[src/rtl/sha1_pkg.sv]
// sha1_pkg: shared types and constants for the SHA-1 padder and its block core.
// Latency: n/a (declarations only).
// Backpressure: n/a.
package sha1_pkg;

    localparam int WORD_W = 32;
    localparam int BLK_W  = 512;

    localparam logic [159:0] SHA1_IV =
        160'h67452301EFCDAB8998BADCFE10325476C3D2E1F0;

    localparam logic [7:0]        SHA1_PAD_MARK  = 8'h80;
    localparam logic [WORD_W-1:0] SHA1_MARK_WORD = {SHA1_PAD_MARK, 24'h000000};

    typedef enum logic [1:0] {
        ST_ACCEPT = 2'd0,
        ST_PAD    = 2'd1,
        ST_LEN    = 2'd2,
        ST_EMIT   = 2'd3
    } pad_state_t;

    // Bit offset of block word 'widx'; word 0 sits in the top 32 bits.
    function automatic logic [8:0] word_lsb(input logic [3:0] widx);
        return {4'd15 - widx, 5'd0};
    endfunction

endpackage

[src/rtl/sha1_pad_merge.sv]
// sha1_pad_merge: keeps the valid leading bytes of a last word and appends the 0x80 marker.
// Latency: combinational, zero cycles.
// Backpressure: none; pure function of its inputs. Compiled only with SHA1_PADDER_BYTE_EN.
`ifdef SHA1_PADDER_BYTE_EN
module sha1_pad_merge
    import sha1_pkg::*;
(
    input  logic [WORD_W-1:0] in_data,
    input  logic [1:0]        in_bytes,
    output logic [WORD_W-1:0] out_word
);

    // Bytes past the valid count are dropped; the marker takes the first free byte.
    // A full word (count 0 = 4 bytes) passes through untouched.
    always_comb begin
        out_word = in_data;
        case (in_bytes)
            2'd1:    out_word = {in_data[31:24], SHA1_PAD_MARK, 16'h0000};
            2'd2:    out_word = {in_data[31:16], SHA1_PAD_MARK, 8'h00};
            2'd3:    out_word = {in_data[31:8],  SHA1_PAD_MARK};
            default: out_word = in_data;
        endcase
    end

endmodule
`endif

[src/rtl/sha1_padder.sv]
// sha1_padder: SHA-1 padder turning a 32-bit big-endian word stream into 512-bit blocks.
// Latency: one word per cycle; final block valid (14 - widx_after) + 3 cycles after the last word.
// Backpressure: in_ready low outside ACCEPT; block and flags held until blk_ready. Option: SHA1_PADDER_BYTE_EN.
module sha1_padder
    import sha1_pkg::*;
#(
    parameter int LEN_W = 64
) (
    input  logic              clk,
    input  logic              rst_n,
    input  logic              in_valid,
    output logic              in_ready,
    input  logic [WORD_W-1:0] in_data,
    input  logic              in_last,
    input  logic [1:0]        in_bytes,
    output logic              blk_valid,
    input  logic              blk_ready,
    output logic [BLK_W-1:0]  block,
    output logic              blk_first,
    output logic              blk_final
);

    pad_state_t        state_q, state_d;
    logic [3:0]        widx_q, widx_d;
    logic [BLK_W-1:0]  buf_q, buf_d;
    logic [LEN_W-1:0]  len_q, len_d;
    logic              pend80_q, pend80_d;
    logic              need_len_q, need_len_d;
    logic              first_q, first_d;
    logic              final_q, final_d;
    logic              in_ready_q, in_ready_d;

    logic              in_acc;
    logic              blk_hs;
    logic [WORD_W-1:0] last_dat;
    logic              last_full;
    logic [2:0]        last_nbytes;
    logic [LEN_W-1:0]  len_inc;
    logic [63:0]       len64;
    logic              wr_en;
    logic [WORD_W-1:0] wr_dat;

    assign in_acc = in_valid & in_ready_q;
    assign blk_hs = (state_q == ST_EMIT) & blk_ready;
    assign len64  = 64'(len_q);

`ifdef SHA1_PADDER_BYTE_EN
    // Byte-granular last word: the merge places the marker inside the word
    // unless all four bytes are valid, in which case it is deferred.
    sha1_pad_merge u_merge (
        .in_data  (in_data),
        .in_bytes (in_bytes),
        .out_word (last_dat)
    );
    assign last_full   = (in_bytes == 2'd0);
    assign last_nbytes = last_full ? 3'd4 : {1'b0, in_bytes};
`else
    // Word-granular last word: always four bytes, marker always deferred.
    logic unused_in_bytes;
    assign unused_in_bytes = ^in_bytes;
    assign last_dat        = in_data;
    assign last_full       = 1'b1;
    assign last_nbytes     = 3'd4;
`endif

    assign len_inc = in_last ? LEN_W'({last_nbytes, 3'b000}) : LEN_W'(32);

    // State register.
    always_ff @(posedge clk or negedge rst_n) begin
        if (!rst_n) begin
            state_q <= ST_ACCEPT;
        end else begin
            state_q <= state_d;
        end
    end

    // Next-state: when a block fills up, and where padding continues after the last word.
    always_comb begin
        state_d = state_q;
        case (state_q)
            ST_ACCEPT: begin
                if (in_acc) begin
                    if (widx_q == 4'd15) begin
                        state_d = ST_EMIT;
                    end else if (in_last) begin
                        // Marker already in word 13: words 14/15 are free for the length.
                        if (widx_q == 4'd13 && !last_full) begin
                            state_d = ST_LEN;
                        end else begin
                            state_d = ST_PAD;
                        end
                    end
                end
            end
            ST_PAD: begin
                // Only an overflowing marker reaches word 15 here; otherwise stop at 13.
                if (widx_q == 4'd15) begin
                    state_d = ST_EMIT;
                end else if (widx_q == 4'd13) begin
                    state_d = ST_LEN;
                end
            end
            ST_LEN: begin
                if (widx_q == 4'd15) begin
                    state_d = ST_EMIT;
                end
            end
            ST_EMIT: begin
                if (blk_ready) begin
                    state_d = (need_len_q || pend80_q) ? ST_PAD : ST_ACCEPT;
                end
            end
            default: state_d = ST_ACCEPT;
        endcase
    end

    // Outputs: block and flags come straight from registers, never from blk_ready.
    always_comb begin
        in_ready  = in_ready_q;
        blk_valid = (state_q == ST_EMIT);
        blk_first = (state_q == ST_EMIT) & first_q;
        blk_final = (state_q == ST_EMIT) & final_q;
        block     = buf_q;
    end

    // Datapath: word writes into the buffer, length accumulation and pending-marker bookkeeping.
    always_comb begin
        widx_d     = widx_q;
        buf_d      = buf_q;
        len_d      = len_q;
        pend80_d   = pend80_q;
        need_len_d = need_len_q;
        first_d    = first_q;
        final_d    = final_q;
        wr_en      = 1'b0;
        wr_dat     = '0;
        case (state_q)
            ST_ACCEPT: begin
                if (in_acc) begin
                    wr_en  = 1'b1;
                    wr_dat = in_last ? last_dat : in_data;
                    len_d  = len_q + len_inc;
                    widx_d = widx_q + 4'd1;
                    if (in_last) begin
                        pend80_d = last_full;
                        // Marker landed in word 15: the length needs a block of its own.
                        if (widx_q == 4'd15 && !last_full) begin
                            need_len_d = 1'b1;
                        end
                    end
                end
            end
            ST_PAD: begin
                wr_en    = 1'b1;
                wr_dat   = pend80_q ? SHA1_MARK_WORD : '0;
                pend80_d = 1'b0;
                widx_d   = widx_q + 4'd1;
                if (widx_q == 4'd15) begin
                    need_len_d = 1'b1;
                end
            end
            ST_LEN: begin
                wr_en  = 1'b1;
                wr_dat = (widx_q == 4'd14) ? len64[63:32] : len64[31:0];
                widx_d = widx_q + 4'd1;
                if (widx_q == 4'd15) begin
                    final_d = 1'b1;
                end
            end
            ST_EMIT: begin
                if (blk_hs) begin
                    buf_d      = '0;
                    widx_d     = 4'd0;
                    need_len_d = 1'b0;
                    final_d    = 1'b0;
                    // The block after a final one starts a new message.
                    first_d    = final_q;
                    if (final_q) begin
                        len_d = '0;
                    end
                end
            end
            default: ;
        endcase
        if (wr_en) begin
            buf_d[word_lsb(widx_q) +: WORD_W] = wr_dat;
        end
        in_ready_d = (state_d == ST_ACCEPT);
    end

    // Datapath registers; in_ready stays low through reset and rises one edge later.
    always_ff @(posedge clk or negedge rst_n) begin
        if (!rst_n) begin
            widx_q     <= 4'd0;
            buf_q      <= '0;
            len_q      <= '0;
            pend80_q   <= 1'b0;
            need_len_q <= 1'b0;
            first_q    <= 1'b1;
            final_q    <= 1'b0;
            in_ready_q <= 1'b0;
        end else begin
            widx_q     <= widx_d;
            buf_q      <= buf_d;
            len_q      <= len_d;
            pend80_q   <= pend80_d;
            need_len_q <= need_len_d;
            first_q    <= first_d;
            final_q    <= final_d;
            in_ready_q <= in_ready_d;
        end
    end

endmodule

[config.mk]
export PLATFORM = sky130hd
export DESIGN_NAME = sha1_padder
export DESIGN_NICKNAME = d
export VERILOG_FILES = /design/src/rtl/sha1_pkg.sv /design/src/rtl/sha1_pad_merge.sv /design/src/rtl/sha1_padder.sv
export SDC_FILE = /design/constraint.sdc
export NUM_CORES = 1
export LEC_CHECK = 0
export ABC_AREA = 1
export CAP_MARGIN = 20
export CELL_PAD_IN_SITES_DETAIL_PLACEMENT = 0
export CELL_PAD_IN_SITES_GLOBAL_PLACEMENT = 2
export CORE_MARGIN = 2
export CORE_UTILIZATION = 34
export DETAILED_ROUTE_END_ITERATION = 10
export DONT_BUFFER_PORTS = 1
export PLACE_DENSITY_LB_ADDON = 0.12
export SLEW_MARGIN = 30
export SYNTH_ARGS = -nofsm -noshare
export SYNTH_HDL_FRONTEND = slang
export SYNTH_SLANG_ARGS = --single-unit
export TNS_END_PERCENT = 100
[constraint.sdc]
create_clock -name clk -period 2.2 [get_ports clk]
set_input_delay 0.11 -clock clk [delete_from_list [all_inputs] [get_ports clk]]
set_output_delay 0.11 -clock clk [all_outputs]
set_load 0.05 [all_outputs]
# --- Word-level counts from Yosys, hierarchy flattened ---
# Index checks and enable logic that the tools add are counted.
word_totals:
  ram_bits: 0
  output_inout_bits: 516
  latch_bits: 0
  ff_bits: 587
  mem_bits_ro: 0
  memories: 0
op_classes:
  n_reduce_logical: 14
  bitwise_logic: 4
  multipliers: 0
  add_sub_neg: 4
  order_cmp: 0
  n_mux: 33
  eq_ne: 12
  shifts: 2
  n_div: 0
op_table:
  columns: ["operator", "count"]
  rows:
  - ["2-to-1 mux 512 bit", 3]
  - ["bitwise mux 512 bit", 1]
  - ["variable shift 32 x 11 -> 512 bit (first input constant)", 1]
  - ["indexed part select 32 x 11 -> 512 bit", 1]
  - ["2-to-1 mux 64 bit", 3]
  - ["case mux 64 bit (2 select lines)", 1]
  - ["2-to-1 mux 32 bit", 3]
  - ["case mux 32 bit (3 select lines)", 1]
  - ["adder 64 x 6 -> 64 bit (second input constant)", 1]
  - ["2-to-1 mux 2 bit", 7]
  - ["== test 4 bit (second input constant)", 3]
  - ["case mux 4 bit (3 select lines)", 1]
  - ["negation 9 -> 11 bit", 1]
  - ["AND reduction 3 bit", 3]
  - ["2-to-1 mux 4 bit", 2]
  - ["!= test 2 bit (second input constant)", 4]
  - ["case mux 1 bit (2 select lines)", 4]
  - ["case mux 2 bit (4 select lines)", 1]
  - ["nonzero test 2 bit", 4]
  - ["2-to-1 mux 1 bit", 6]
  - ["adder 4 x 1 -> 4 bit (second input constant)", 1]
  - ["bitwise AND 1 bit", 4]
  - ["== test 2 bit (second input constant)", 2]
  - ["zero test 2 bit", 2]
  - ["other kinds (7)", 9]

# --- Logic depth before layout (Yosys ltp) ---
# Gate-level depths: netlist of the first run.
depth:
  word_depth: 6
  ltp_mapped: 13
  depth_no_buf: 12

# --- Least setup slack after synthesis of the first run ---
# OpenSTA, ideal clock, no wires.
synth_path:
  path_kind: "register -> register"
  start: "reg state_q[1]"
  end: "reg len_q[40], in the netlist len64[40]"
  synth_period_minus_slack_ps: 2313
  path_buffers: 1
  t_arrival_ps: 2193
  stages_incl_launch_ff: 12
  setup_slack_ps: -113
  cell_sequence: "dfrtp_1 -> ha_1 -> buf_2 -> nand2_1 -> inv_1 -> nand3_1 -> nand2_1 -> nand2_1 -> nor2_1 -> nand3_1 -> o21ai_0 -> nor2_1"
synth_via:
  elab_chain_len: 4
synth_rtl:
  columns: ["element", "line", "text"]
  rows:
  - ["from (decl)", "sha1_padder.sv:23", "pad_state_t state_q, state_d;"]
  - ["from (signal assigned)", "sha1_padder.sv:73", "state_q <= state_d;"]
  - ["== test 2 bit *", null, null]
  - ["named net blk_valid", "sha1_padder.sv:16", "output logic blk_valid,"]
  - ["bitwise AND 1 bit", "sha1_padder.sv:44", "assign blk_hs = (state_q == ST_EMIT) & blk_ready;"]
  - ["!= test 2 x 1 -> 1 bit (no line)", null, null]
  - ["AND reduction 4 bit (no line)", null, null]
  - ["to (signal assigned)", "sha1_padder.sv:205", "len_q <= len_d;"]
  - ["to (decl)", "sha1_padder.sv:26", "logic [LEN_W-1:0] len_q, len_d;"]
# The timed path passes the listed nets; every way through them passes the cells marked *.
# A chain may end at the register's enable or synchronous reset.

# --- Worst setup path in the final report of the first run ---
layout_path:
  start: "reg state_q[0]"
  end: "reg buf_q[359], in the netlist block[359]"
layout_via:
  elab_chain_len: 6
layout_rtl:
  columns: ["element", "line", "text"]
  rows:
  - ["parallel branches: the longest is 5 deep, another holds indexed part select 32 x 11 -> 512 bit", null, null]
  - ["2-to-1 mux 512 bit *", "sha1_padder.sv:185", "if (wr_en) begin"]
  - ["named net buf_d[359]", "sha1_padder.sv:25", "logic [BLK_W-1:0] buf_q, buf_d;"]
  - ["to (signal assigned)", "sha1_padder.sv:204", "buf_q <= buf_d;"]
  - ["to (decl)", "sha1_padder.sv:25", null]
# Mark *: on every way through the listed nets, which the timed path passes.

==> implementation parameters, run 1 <==
Parameter                              Value

Setup path
  Cell Chain, Critical Path ... inv_2 -> ha_4 -> inv_2 -> nor2_4 -> buf_12 -> clkbuf_16 -> nand2_1 -> o21ai_2 -> buf_4 -> nand2_1 -> buf_12 -> o21ai_0
  Buffers plus inverters on the worst setup path ... 6
  Classification of the worst setup path ... register to register
  Data required time of the worst path ... ~2.7 ns
  Max Fanout on Critical Path ... 10
  Top Family by Delay on Critical Path ... buffers and inverters
  Max incr delay on CP ... 0.39 ns
  Critical Path Start Type ... register
  Arrival @ worst endpoint ... 2.65 ns
  Standard cell with the maximum stage delay on the critical path ... dfrtp_1
  Critical path endpoint category ... register

Run status
  Status ... finished, violations left
  Failing checks ... hold timing, slew limit

Route
  WL met3 ... 9700 um
  Post-route DRC violation count ... 0
  Detailed-routing wirelength on met1 ... between 40000 and 50000 um
  Routed wirelength normalized by instance count ... 27.8 um
  Total via count after detailed routing ... 21200
  Iteration-0 DRC count of the detailed router ... 2254
  Routed length on met2 ... 51000 um
  Detailed-route vias per instance ... 5.46
  Uppermost routed layer ... met5
  Length of the first detailed-routing pass in iterations ... 7
  Aggregate routed wire length ... roughly 110000 um
  Remaining antenna violation count ... 0

STA
  Highest Clock Rate ... 0.470 GHz
  Unrepaired setup endpoints after global routing ... true
  Slew at the pin closest to its max-slew limit ... 1.55 ns
  Total count of hold-check failures in the final report ... 581
  Post-route clock period utilization ... 96.7%
  Slew Viols, Final ... between 90 and 100
  Normalized max-slew margin ... -3.13%
  Total setup violations reported at the end of the flow ... 0
  Worst hold slack after final layout ... -0.813 ns
  Skew final ... 0.0224 ns
  Final worst path period need ... 2.13 ns

Die
  Count of standard-cell rows ... 99
  Vertical extent of the die ... 274 um
  Starting density of the core ... around a third
  Area enclosed by the die boundary ... ~75000 sq um
  Top Ports ... 555
  Die width ... 274 um
  Core region area ... 72600 sq um

Yosys
  Most frequently used flop master after synthesis ... dfrtp_1
  Cells after synthesis ... 2813
  Post-Syn Nets ... 2861
  Post-synthesis instance area ... 24800 sq um
  Number of enable-type register cells in the synthesized netlist ... 0
  Synth warnings ... 0
  Synth cell types ... 36
  Proportion of register bits with asynchronous set or reset after synthesis ... 100%
  Average footprint of a synthesized cell ... 8.82 sq um
  Synthesized flop and latch total ... 582
  Sequential-to-total area share from yosys stat ... 58.7%

Final layout
  Area delta synth->final ... 20.9%
  Share of layout cells above drive strength 1 ... 12.2%
  Fill cell instance count of the final layout ... between 7000 and 8000
  Number of nets at the end of the flow ... 2925
  Design Area, Final ... 30000 sq um

Placed design
  Placed standard-cell area ... 27000 sq um
  HPWL after DPL ... 74000 um
  Count of buffers inserted at the top-level ports ... 0
  Routability cong. ... between 0.8 and 0.9

Global route
  Overall global routing resource usage ... 27.7%
  First-pass GRT wire length ... 151000 um
  Via count of the first global-routing pass ... between 20000 and 25000
  Remaining global-route overflow ... 0
  Antenna violations before repair ... 8
  Pin count of the biggest net entering global routing ... 583

Clock tree
  Clock slew seen by the registers of the worst setup and hold paths ... roughly 0.06 ns
  Number of sinks handled by clock tree synthesis ... 582
  Root Driver ... clkbuf_16
  Buffer depth of the longest clock path ... 3
  Total number of H-tree levels ... 3
  Number of buffers created by CTS ... 69
  CTS tree ... yes
  Later-pin clock latency in the skew report ... roughly 0.61 ns

Power
  Total power density per cell area ... around 1500 nW/um^2
  Standby leakage power ... 13.8 nW
  Max rail drop VDD ... 605 uV

Hold path
  Hold Path Class ... primary input to asynchronous set/reset pin

Run
  Number of maximum-capacitance constraint violations ... 0
## stage by stage
| stage | instances | total power, mW | setup TNS, ns | worst slack (ns) | utilization, % |
|---|---|---|---|---|---|
| CTS | 3873 | 43.4 | -0.00170 | -0.00170 | 40.8 |
| detailed placement | 3726 | 31.8 | -10.34 | -0.386 | 37.2 |
| floorplan | 2813 | 26.4 | 0 | 0.0436 | - |
| global placement | 3726 | 31.7 | -7.18 | -0.375 | 37.2 |
| global route | 3888 | 45.5 | -0.180 | -0.0316 | 41.3 |
| finish | 3890 | 43.7 | 0 | 0.0726 | 41.3 |
## worst reg2reg max path, cell delays in order (launching register included)
cell       delay [ns]
dfrtp_1          0.39
inv_2            0.09
ha_4             0.14
inv_2            0.05
nor2_4           0.19
buf_12           0.16
clkbuf_16        0.14
nand2_1          0.14
o21ai_2          0.11
buf_4            0.13
nand2_1          0.11
buf_12           0.19
o21ai_0          0.21
## synth_stat cells (7+ instances only)
cell / number / area (sq um)
a21oi_1: 18 / 90.1
buf_1: 23 / 86.3
buf_2: 42 / 210
clkbuf_1: 152 / 571
dfrtp_1: 581 / 14500
ha_1: 9 / 113
inv_1: 135 / 507
nand2_1: 432 / 1620
nand2_2: 7 / 43.8
nand3_1: 581 / 2910
nand4_1: 36 / 225
nor2_1: 183 / 687
nor3_1: 17 / 85.1
o21ai_0: 528 / 2640
o21ai_1: 30 / 150
## layer usage
metal  up-vias  GRT usage (%)
met1     10500           35.1
met2       883           45.1
met5         -              0
met3       169           7.90
li1       9667              -
met4         6           10.3
## power breakdown
part / internal [mW] / switching (mW)
sequential: 12.8 / 9.99
combinational: 3.32 / 6.18
clock: 6.59 / 4.76
## repair_timing
| item | 4_1_cts | 5_1_grt |
|---|---|---|
| pin swaps | 3 | 14 |
| hold endpoints to repair | 610 | 584 |
| cloned | 0 | 4 |
| resized for setup | 25 | 72 |
| buffers inserted | 3 | 8 |
| hold buffers | 22 | 2 |
| endpoints found under the setup margin | 291 | 500 |
## flip-flops by register name, summed over array words and instances, names as in the netlist
signal / count
state_q: 2
widx_q: 4
in_ready: 1
len64: 59
first_q: 1
pend80_q: 1
block: 512
final_q: 1
need_len_q: 1
## cell families after synthesis
logic type	after synthesis	synth area share [%]
xor gates and xnor gates	6	0.212
and+or+nand+nor	1268	22.9
buffers and inverters	355	5.58
AOI/OAI and AO/OA	593	12.2
DFF	582	58.7
adders and majority gates	9	0.454
## final cells by class
class | count | area [sq um] | share of cell area (%)
well taps | 959 | 1200 | 4.00
clock inverters | 22 | 243 | 0.809
multi-input cells | 1876 | 9040 | 30.2
inverters | 138 | 526 | 1.75
diodes | 3 | 7.51 | 0.0250
repair buffers | 210 | 2410 | 8.05
clock buffers | 100 | 2000 | 6.65
flip-flops and latches | 582 | 14600 | 48.6
## path summary, 6_finish.rpt
path,to,startpoint,slack [ns],cells past startpoint
setup / recovery,block[359],state_q[0],0.07,12
hold / removal,block[216],rst_n,-0.81,0
setup reg to reg,block[359],state_q[0],0.07,12
hold reg to reg,first_q,first_q,0.49,2
max in group asynchronous,block[357],rst_n,1.76,0
min in group clk,block[9],in_data[9],0.02,5
## cell usage in the layout, fill, tap and decap left out, types with 5 or more instances in the layout
cell type      Yosys  final
a21oi_1           18     18
buf_12             0     46
nor3_1            17     16
nand2_1          432    416
nand3_1          581    577
inv_2              2      6
nand2_4            0      5
nor2_2             1      5
buf_6              0     12
buf_4              0    119
o22ai_1            5      5
clkinv_2           0     13
nand4_1           36     36
nand2_2            7     18
clkbuf_8           0     11
o21ai_1           30     51
nor2_1           183    177
ha_1               9      7
xor2_1             5      5
dlygate4sd3_1      0     24
clkbuf_1         152     18
o21ai_0          528    498
inv_1            135    129
clkbuf_16          0     75
dfrtp_1          581    581
o21ai_2            1      9
Power figures use the tool's default switching activity.
==> run 2: changes to the inputs <==
--- a/config.mk
+++ b/config.mk
@@ -5,12 +5,12 @@
 export SDC_FILE = /design/constraint.sdc
 export NUM_CORES = 1
 export LEC_CHECK = 0
-export ABC_AREA = 1
+export ABC_AREA = 0
 export CAP_MARGIN = 20
 export CELL_PAD_IN_SITES_DETAIL_PLACEMENT = 0
 export CELL_PAD_IN_SITES_GLOBAL_PLACEMENT = 2
 export CORE_MARGIN = 2
-export CORE_UTILIZATION = 34
+export CORE_UTILIZATION = 35
 export DETAILED_ROUTE_END_ITERATION = 10
 export DONT_BUFFER_PORTS = 1
 export PLACE_DENSITY_LB_ADDON = 0.12
==> run 2 against run 1 <==
Net effect: the flow finishes with violations (hold timing, slew limit, setup timing); flip-flop and latch count unchanged; die area decreased by 7.6%; register-to-register slack got worse by 0.39 ns; synthesized area decreased by 5.0%; sequential power decreased by 31%; global-route usage decreased by 1.9 points; critical path type is now primary input to asynchronous set/reset pin.
==> implementation parameters, run 2 <==
Parameter                              Value

Run status
  Status ... finished, violations left
  Failing checks ... hold timing, slew limit, setup timing

Power
  Power share of the combinational group ... 27.6%
  Max rail drop VDD ... 693 uV
  Switching part of the total ... 39.8%
  Total power density per cell area ... around 1200 nW/um^2
  Internal power ... 22.5 mW
  Clock network fraction of total power ... 30.5%
  Standby leakage power ... 14.0 nW
  Post-layout power ... around 37 mW
  Net load switching power ... 14.9 mW
  Register share of total power ... 41.9%

Final layout
  Layout Cells excl Fill ... 3485
  Most common cell after layout, fill and taps aside ... dfrtp_1
  Commonest cells after routing, fill and taps aside ... dfrtp_1, nand3_1, o21ai_0, o21ai_1, buf_4
  Area delta synth->final ... 35.0%
  Number of nets at the end of the flow ... 2610
  Utilization after layout ... 47.5%
  Flip-flop count of the largest register, all copies and words added ... slightly above 500
  Design Area, Final ... 31800 sq um
  Share of layout cells above drive strength 1 ... 23.5%

Setup path
  Critical path endpoint category ... asynchronous set/reset pin
  Classification of the worst setup path ... primary input to asynchronous set/reset pin
  Timing startpoint of the critical path ... rst_n
  Max Fanout on Critical Path ... 582
  Critical Path Start Type ... primary input
  Number of cells on the critical path ... 0
  Arrival @ worst endpoint ... roughly 2.2 ns
  Data required time of the worst path ... 1.63 ns
  Reg-to-reg endpoint ... len64[59]
  R2R depth ... 7
  Worst setup path end ... in_ready
  R2R Setup Slk ... -0.32 ns
  Worst R2R Start ... state_q[1]

STA
  Unrepaired setup endpoints after global routing ... true
  Worst hold slack after final layout ... -0.799 ns
  Slew Viols, Final ... 454
  Slew at the pin closest to its max-slew limit ... 4.16 ns
  Worst setup slack after layout ... -0.523 ns
  Highest Clock Rate ... 0.367 GHz
  Total setup violations reported at the end of the flow ... 324
  Normalized max-slew margin ... -177%
  Post-route clock period utilization ... 124%
  Skew final ... 0.0250 ns
  Total count of hold-check failures in the final report ... 321
  Final worst path period need ... 2.72 ns

Run
  Number of maximum-capacitance constraint violations ... 0

Die
  Core region area ... 66900 sq um
  Top Ports ... 555
  Die width ... 263 um
  Count of standard-cell rows ... 95
  Starting density of the core ... 35.2%
  Vertical extent of the die ... 263 um
  Area enclosed by the die boundary ... 69400 sq um

Global route
  Via count of the first global-routing pass ... ~18000
  Overall global routing resource usage ... 25.8%
  Antenna violations before repair ... 3
  First-pass GRT wire length ... 133000 um
  Pin count of the biggest net entering global routing ... 583
  Remaining global-route overflow ... 0

Yosys
  Cells after synthesis ... 2355
  Synthesized flop and latch total ... ~580
  Cell type with the highest aggregate area in the netlist ... dfrtp_1
  Number of enable-type register cells in the synthesized netlist ... 0
  Synth cell types ... 49
  Top cells by count, synth ... dfrtp_1, nand3_1, o21ai_0
  Share of the synthesized area in the top cell type ... 61.7%
  Proportion of register bits with asynchronous set or reset after synthesis ... 100%
  Most repeated cell in the gate-level netlist after synthesis ... dfrtp_1
  Sequential-to-total area share from yosys stat ... 61.8%
  Post-Syn Nets ... 2403
  Average footprint of a synthesized cell ... 10.0 sq um
  Synth warnings ... 0
  Post-synthesis instance area ... about 24000 sq um
  Biggest area contributors in the synthesized netlist ... dfrtp_1, nand3_1, o21ai_0
  Most frequently used flop master after synthesis ... dfrtp_1

Placed design
  Routability cong. ... between 0.8 and 0.9
  Count of buffers inserted at the top-level ports ... 0
  Total instance count after detailed placement ... 3208
  HPWL after DPL ... 62400 um
  Placed standard-cell area ... 26200 sq um

Clock tree
  Buffer depth of the longest clock path ... 3
  Total number of H-tree levels ... 3
  Number of buffers created by CTS ... 68
  Root Driver ... clkbuf_16
  Clock slew seen by the registers of the worst setup and hold paths ... around 0.06 ns
  Later-pin clock latency in the skew report ... 0.62 ns
  CTS tree ... yes
  Number of sinks handled by clock tree synthesis ... slightly below 600

Route
  Length of the first detailed-routing pass in iterations ... 5
  Post-route DRC violation count ... 0
  Routed wirelength normalized by instance count ... 30.3 um
  Aggregate routed wire length ... about 110000 um
  Total via count after detailed routing ... 20100
  Iteration-0 DRC count of the detailed router ... 2012
  Detailed-route vias per instance ... 5.77
  Remaining antenna violation count ... 0

Hold path
  Hold Path Class ... primary input to asynchronous set/reset pin
run 2: worst min path at each step:
stage,to,cells past startpoint
after floorplan,block[0],0
after global placement,block[73],0
after detailed placement,block[73],0
after CTS,block[73],0
after global routing,block[73],0
final,block[73],0
run 2: power groups by stage:
stage / combinational (mW) / sequential (mW) / clock, mW
CTS: 7.31 / 15.6 / 11.6
detailed placement: 6.99 / 15.8 / 0
finish: 10.3 / 15.7 / 11.4
global route: 10.9 / 15.7 / 12.0
floorplan: 3.75 / 15.4 / 0
global placement: 6.91 / 15.8 / 0
run 2: layout make-up:
class	count	area, sq um
fillers	6159	35100
flip-flops and latches	582	14600
multi-input cells	1536	9000
repair buffers	358	4880
clock buffers	100	1970
well taps	873	1090
clock inverters	19	236
inverters	16	60.1
diodes	1	2.50
run 2: repair_timing:
action / 4_1_cts / 5_1_grt
gates resized for setup: 48 / 459
pin swaps: 17 / 46
buffers inserted: 12 / 35
gates cloned: 5 / 68
endpoints found under the setup margin: 231 / 513
endpoints found under the hold margin: 668 / 584
hold buffers: 38 / 1
run 2: routing by layer:
metal	global-route usage (%)	wire [um]	part of all wire (%)	up-vias
li1	-	-	-	8847
met1	32.1	44000	42	10400
met2	43.8	51100	48	761
met3	7.74	8280	7.8	128
met4	6.39	2180	2.1	0
met5	0	0	0	-
run 2: cells by family (layout without fill, tap and decap cells):
group / count (synthesis) / in the layout / share of synthesized area, %
fa+ha+maj: 9 / 9 / 0.478
xor+xnor: 28 / 28 / 1.04
other cells: 0 / 1 / 0
mux: 28 / 28 / 1.20
buf+inv: 239 / 493 / 3.88
simple gates: 856 / 858 / 18.1
compound gates: 613 / 613 / 13.5
flops: 582 / 582 / 61.8
run 2: metrics by stage:
stage                     setup TNS [ns]  worst slack (ns)
after floorplan                   -25.71            -0.453
after global placement             -7.37            -0.316
after CTS                          -4.51            -0.306
final                             -35.68            -0.523
after global routing              -30.64            -0.393
after detailed placement          -12.57            -0.332
==> run 3: changes to the inputs <==
--- a/config.mk
+++ b/config.mk
@@ -7,11 +7,9 @@
 export LEC_CHECK = 0
 export ABC_AREA = 0
 export CAP_MARGIN = 20
-export CELL_PAD_IN_SITES_DETAIL_PLACEMENT = 0
-export CELL_PAD_IN_SITES_GLOBAL_PLACEMENT = 2
-export CORE_MARGIN = 2
-export CORE_UTILIZATION = 35
+export CORE_AREA = 2 2 217 219
 export DETAILED_ROUTE_END_ITERATION = 10
+export DIE_AREA = 0 0 219 221
 export DONT_BUFFER_PORTS = 1
 export PLACE_DENSITY_LB_ADDON = 0.12
 export SLEW_MARGIN = 30
==> run 3 against run 2 <==
Net effect: the run still ends with hold timing, slew limit, setup timing left; critical path depth is 7 higher; first-iteration DRC count grew 14%; maximum frequency grew 9.0%; sequential share of layout area is 3.9 points higher; sequential power about the same; clock skew rose by 0.0037 ns; total power is 6.7% lower.
==> implementation parameters, run 3 (synthesis results as in run 2) <==
Parameter                              Value

Final layout
  Flip-flop count of the largest register, all copies and words added ... 512
  Number of nets at the end of the flow ... 2498
  Sequential cell area ... roughly 15000 sq um
  Commonest cells after routing, fill and taps aside ... dfrtp_1, nand3_1, o21ai_0, nand2_1, o21ai_1
  Total area of multi-input combinational cells ... around 8600 sq um
  Fill cell instance count of the final layout ... 3691
  Area delta synth->final ... 24.5%
  Share of layout cells above drive strength 1 ... 17.6%
  Most common cell after layout, fill and taps aside ... dfrtp_1
  Layout Cells excl Fill ... just over 3000

Power
  Switching part of the total ... about two fifths
  Register share of total power ... 44.6%
  Power share of the combinational group ... a little under a quarter
  Net load switching power ... roughly 14 mW
  Standby leakage power ... between 10 and 15 nW
  Clock network fraction of total power ... between 30% and 40%
  Max rail drop VDD ... 780 uV
  Total power density per cell area ... 1190 nW/um^2
  Internal power ... 21.3 mW
  Post-layout power ... between 30 and 40 mW

Global route
  Via count of the first global-routing pass ... 18600
  Remaining global-route overflow ... 0
  Antenna violations before repair ... 6
  Overall global routing resource usage ... 33.6%
  Met2 track demand over resource ... 55.1%
  Global-route track usage on met1 ... a little over two fifths
  Most used routing layer in global routing ... met2
  Pin count of the biggest net entering global routing ... between 500 and 600
  First-pass GRT wire length ... 123000 um
  Met3 track utilization from global routing ... under 10%

Clock tree
  Buffer depth of the longest clock path ... 3
  Number of buffers added to fix hold violations after cts ... 35
  CTS tree ... yes
  Root Driver ... clkbuf_16
  Number of buffers created by CTS ... 59
  Clock slew seen by the registers of the worst setup and hold paths ... 0.06 ns
  Number of sinks handled by clock tree synthesis ... roughly 580
  Total number of H-tree levels ... 2
  Later-pin clock latency in the skew report ... roughly 0.63 ns

Setup path
  Timing startpoint of the critical path ... state_q[0]
  Max Fanout on Critical Path ... 8
  Reg-to-reg endpoint ... len64[59]
  R2R depth ... 7
  Arrival @ worst endpoint ... 3.05 ns
  Data required time of the worst path ... 2.75 ns
  Critical Path Start Type ... register
  Worst setup path end ... len64[59]
  R2R Setup Slk ... -0.30 ns
  Critical path endpoint category ... register
  Worst R2R Start ... state_q[0]
  Classification of the worst setup path ... register to register

Die
  Die width ... ~220 um
  Count of standard-cell rows ... 79
  Core region area ... 46100 sq um
  Starting density of the core ... approximately half
  Area enclosed by the die boundary ... 48400 sq um
  Vertical extent of the die ... 221 um
  Top Ports ... 555

STA
  Highest Clock Rate ... 0.400 GHz
  Total count of hold-check failures in the final report ... 582
  Skew final ... 0.0287 ns
  Slew at the pin closest to its max-slew limit ... 1.84 ns
  Unrepaired setup endpoints after global routing ... true
  Worst hold slack after final layout ... -0.810 ns
  Worst setup slack after layout ... -0.299 ns
  Final worst path period need ... 2.50 ns
  Post-route clock period utilization ... 114%
  Normalized max-slew margin ... -23.0%
  Slew Viols, Final ... about 230
  Total setup violations reported at the end of the flow ... 24

Hold path
  Hold Path Class ... primary input to asynchronous set/reset pin

Placed design
  HPWL after DPL ... ~55000 um
  Total instance count after detailed placement ... 2917
  Routability cong. ... 0.936
  Count of buffers inserted at the top-level ports ... 0
  Setup Slack @ Placement ... -0.368 ns

Run
  Number of maximum-capacitance constraint violations ... 0

Route
  Length of the first detailed-routing pass in iterations ... 5
  Post-route DRC violation count ... 0
  Routed wirelength normalized by instance count ... 27.6 um
  Detailed-route vias per instance ... between 6 and 7
  Iteration-0 DRC count of the detailed router ... 2303
  Aggregate routed wire length ... roughly 86000 um
  Total via count after detailed routing ... 19500
  Remaining antenna violation count ... 0

Run status
  Status ... finished, violations left
  Failing checks ... hold timing, slew limit, setup timing
run 3: changes by cell type in the layout (fill, tap and decap cells not counted), sizes merged, moves of 4 or more:
| cell | delta |
|---|---|
| clkinvlp | +6 |
| clkbuf | -59 |
| diode | +4 |
| bufinv | +5 |
| buf | -66 |
run 3: area by class of cell:
cell class	count	share of cell area, %
diodes	5	0.0426
clock buffers	79	5.84
clock inverters	33	1.49
inverters	16	0.205
multi-input cells	1537	29.3
flip-flops and latches	582	49.6
well taps	607	2.59
repair buffers	254	10.8
run 3: worst max-delay path, stage by stage, from the launching register on:
cell and delay [ns]:
dfrtp_1 0.41, buf_6 0.13, ha_4 0.16, a21boi_4 0.14
or4_4 0.53, or4_4 0.51, or4_1 0.43, a21oi_1 0.13
run 3: how the worst min path moves through the flow:
stage | start | end | slack, ns | cells past startpoint
after detailed placement | rst_n | block[108] | -0.17 | 0
after global routing | rst_n | block[108] | -0.83 | 0
final | rst_n | block[108] | -0.81 | 0
after CTS | rst_n | block[108] | -0.83 | 0
after global placement | rst_n | block[108] | -0.17 | 0
after floorplan | rst_n | block[0] | -0.19 | 0
run 3: metal layers:
metal,part of all wire (%),vias up
met5,0.015,-
met4,4.5,2
met3,9.5,196
met2,48,923
met1,38,9789
li1,-,8600
run 3: power by group through the flow:
| stage | Combinational, mW | Clock [mW] | Sequential (mW) |
|---|---|---|---|
| after floorplan | 3.75 | 0 | 15.4 |
| after global placement | 6.62 | 0 | 15.7 |
| after detailed placement | 6.77 | 0 | 15.7 |
| after CTS | 7.40 | 11.1 | 15.5 |
| after global routing | 8.81 | 11.6 | 15.7 |
| final | 8.30 | 11.0 | 15.5 |
run 3: stage by stage:
| step | instance area [sq um] | setup TNS [ns] | util (%) |
|---|---|---|---|
| CTS | 28700 | -4.82 | 62.4 |
| finish | 29300 | -3.62 | 63.7 |
| global placement | 25700 | -9.79 | 55.9 |
| global route | 29300 | -11.34 | 63.7 |
| floorplan | 23600 | -25.71 | - |
| detailed placement | 25700 | -18.64 | 55.9 |
run 3: what timing repair did:
action / CTS / global route
endpoints found under the setup margin: 225 / 518
gates cloned: 5 / 12
buffers inserted: 24 / 7
pin swaps: 38 / 29
hold endpoints to repair: 659 / 582
gates resized for setup: 72 / 199
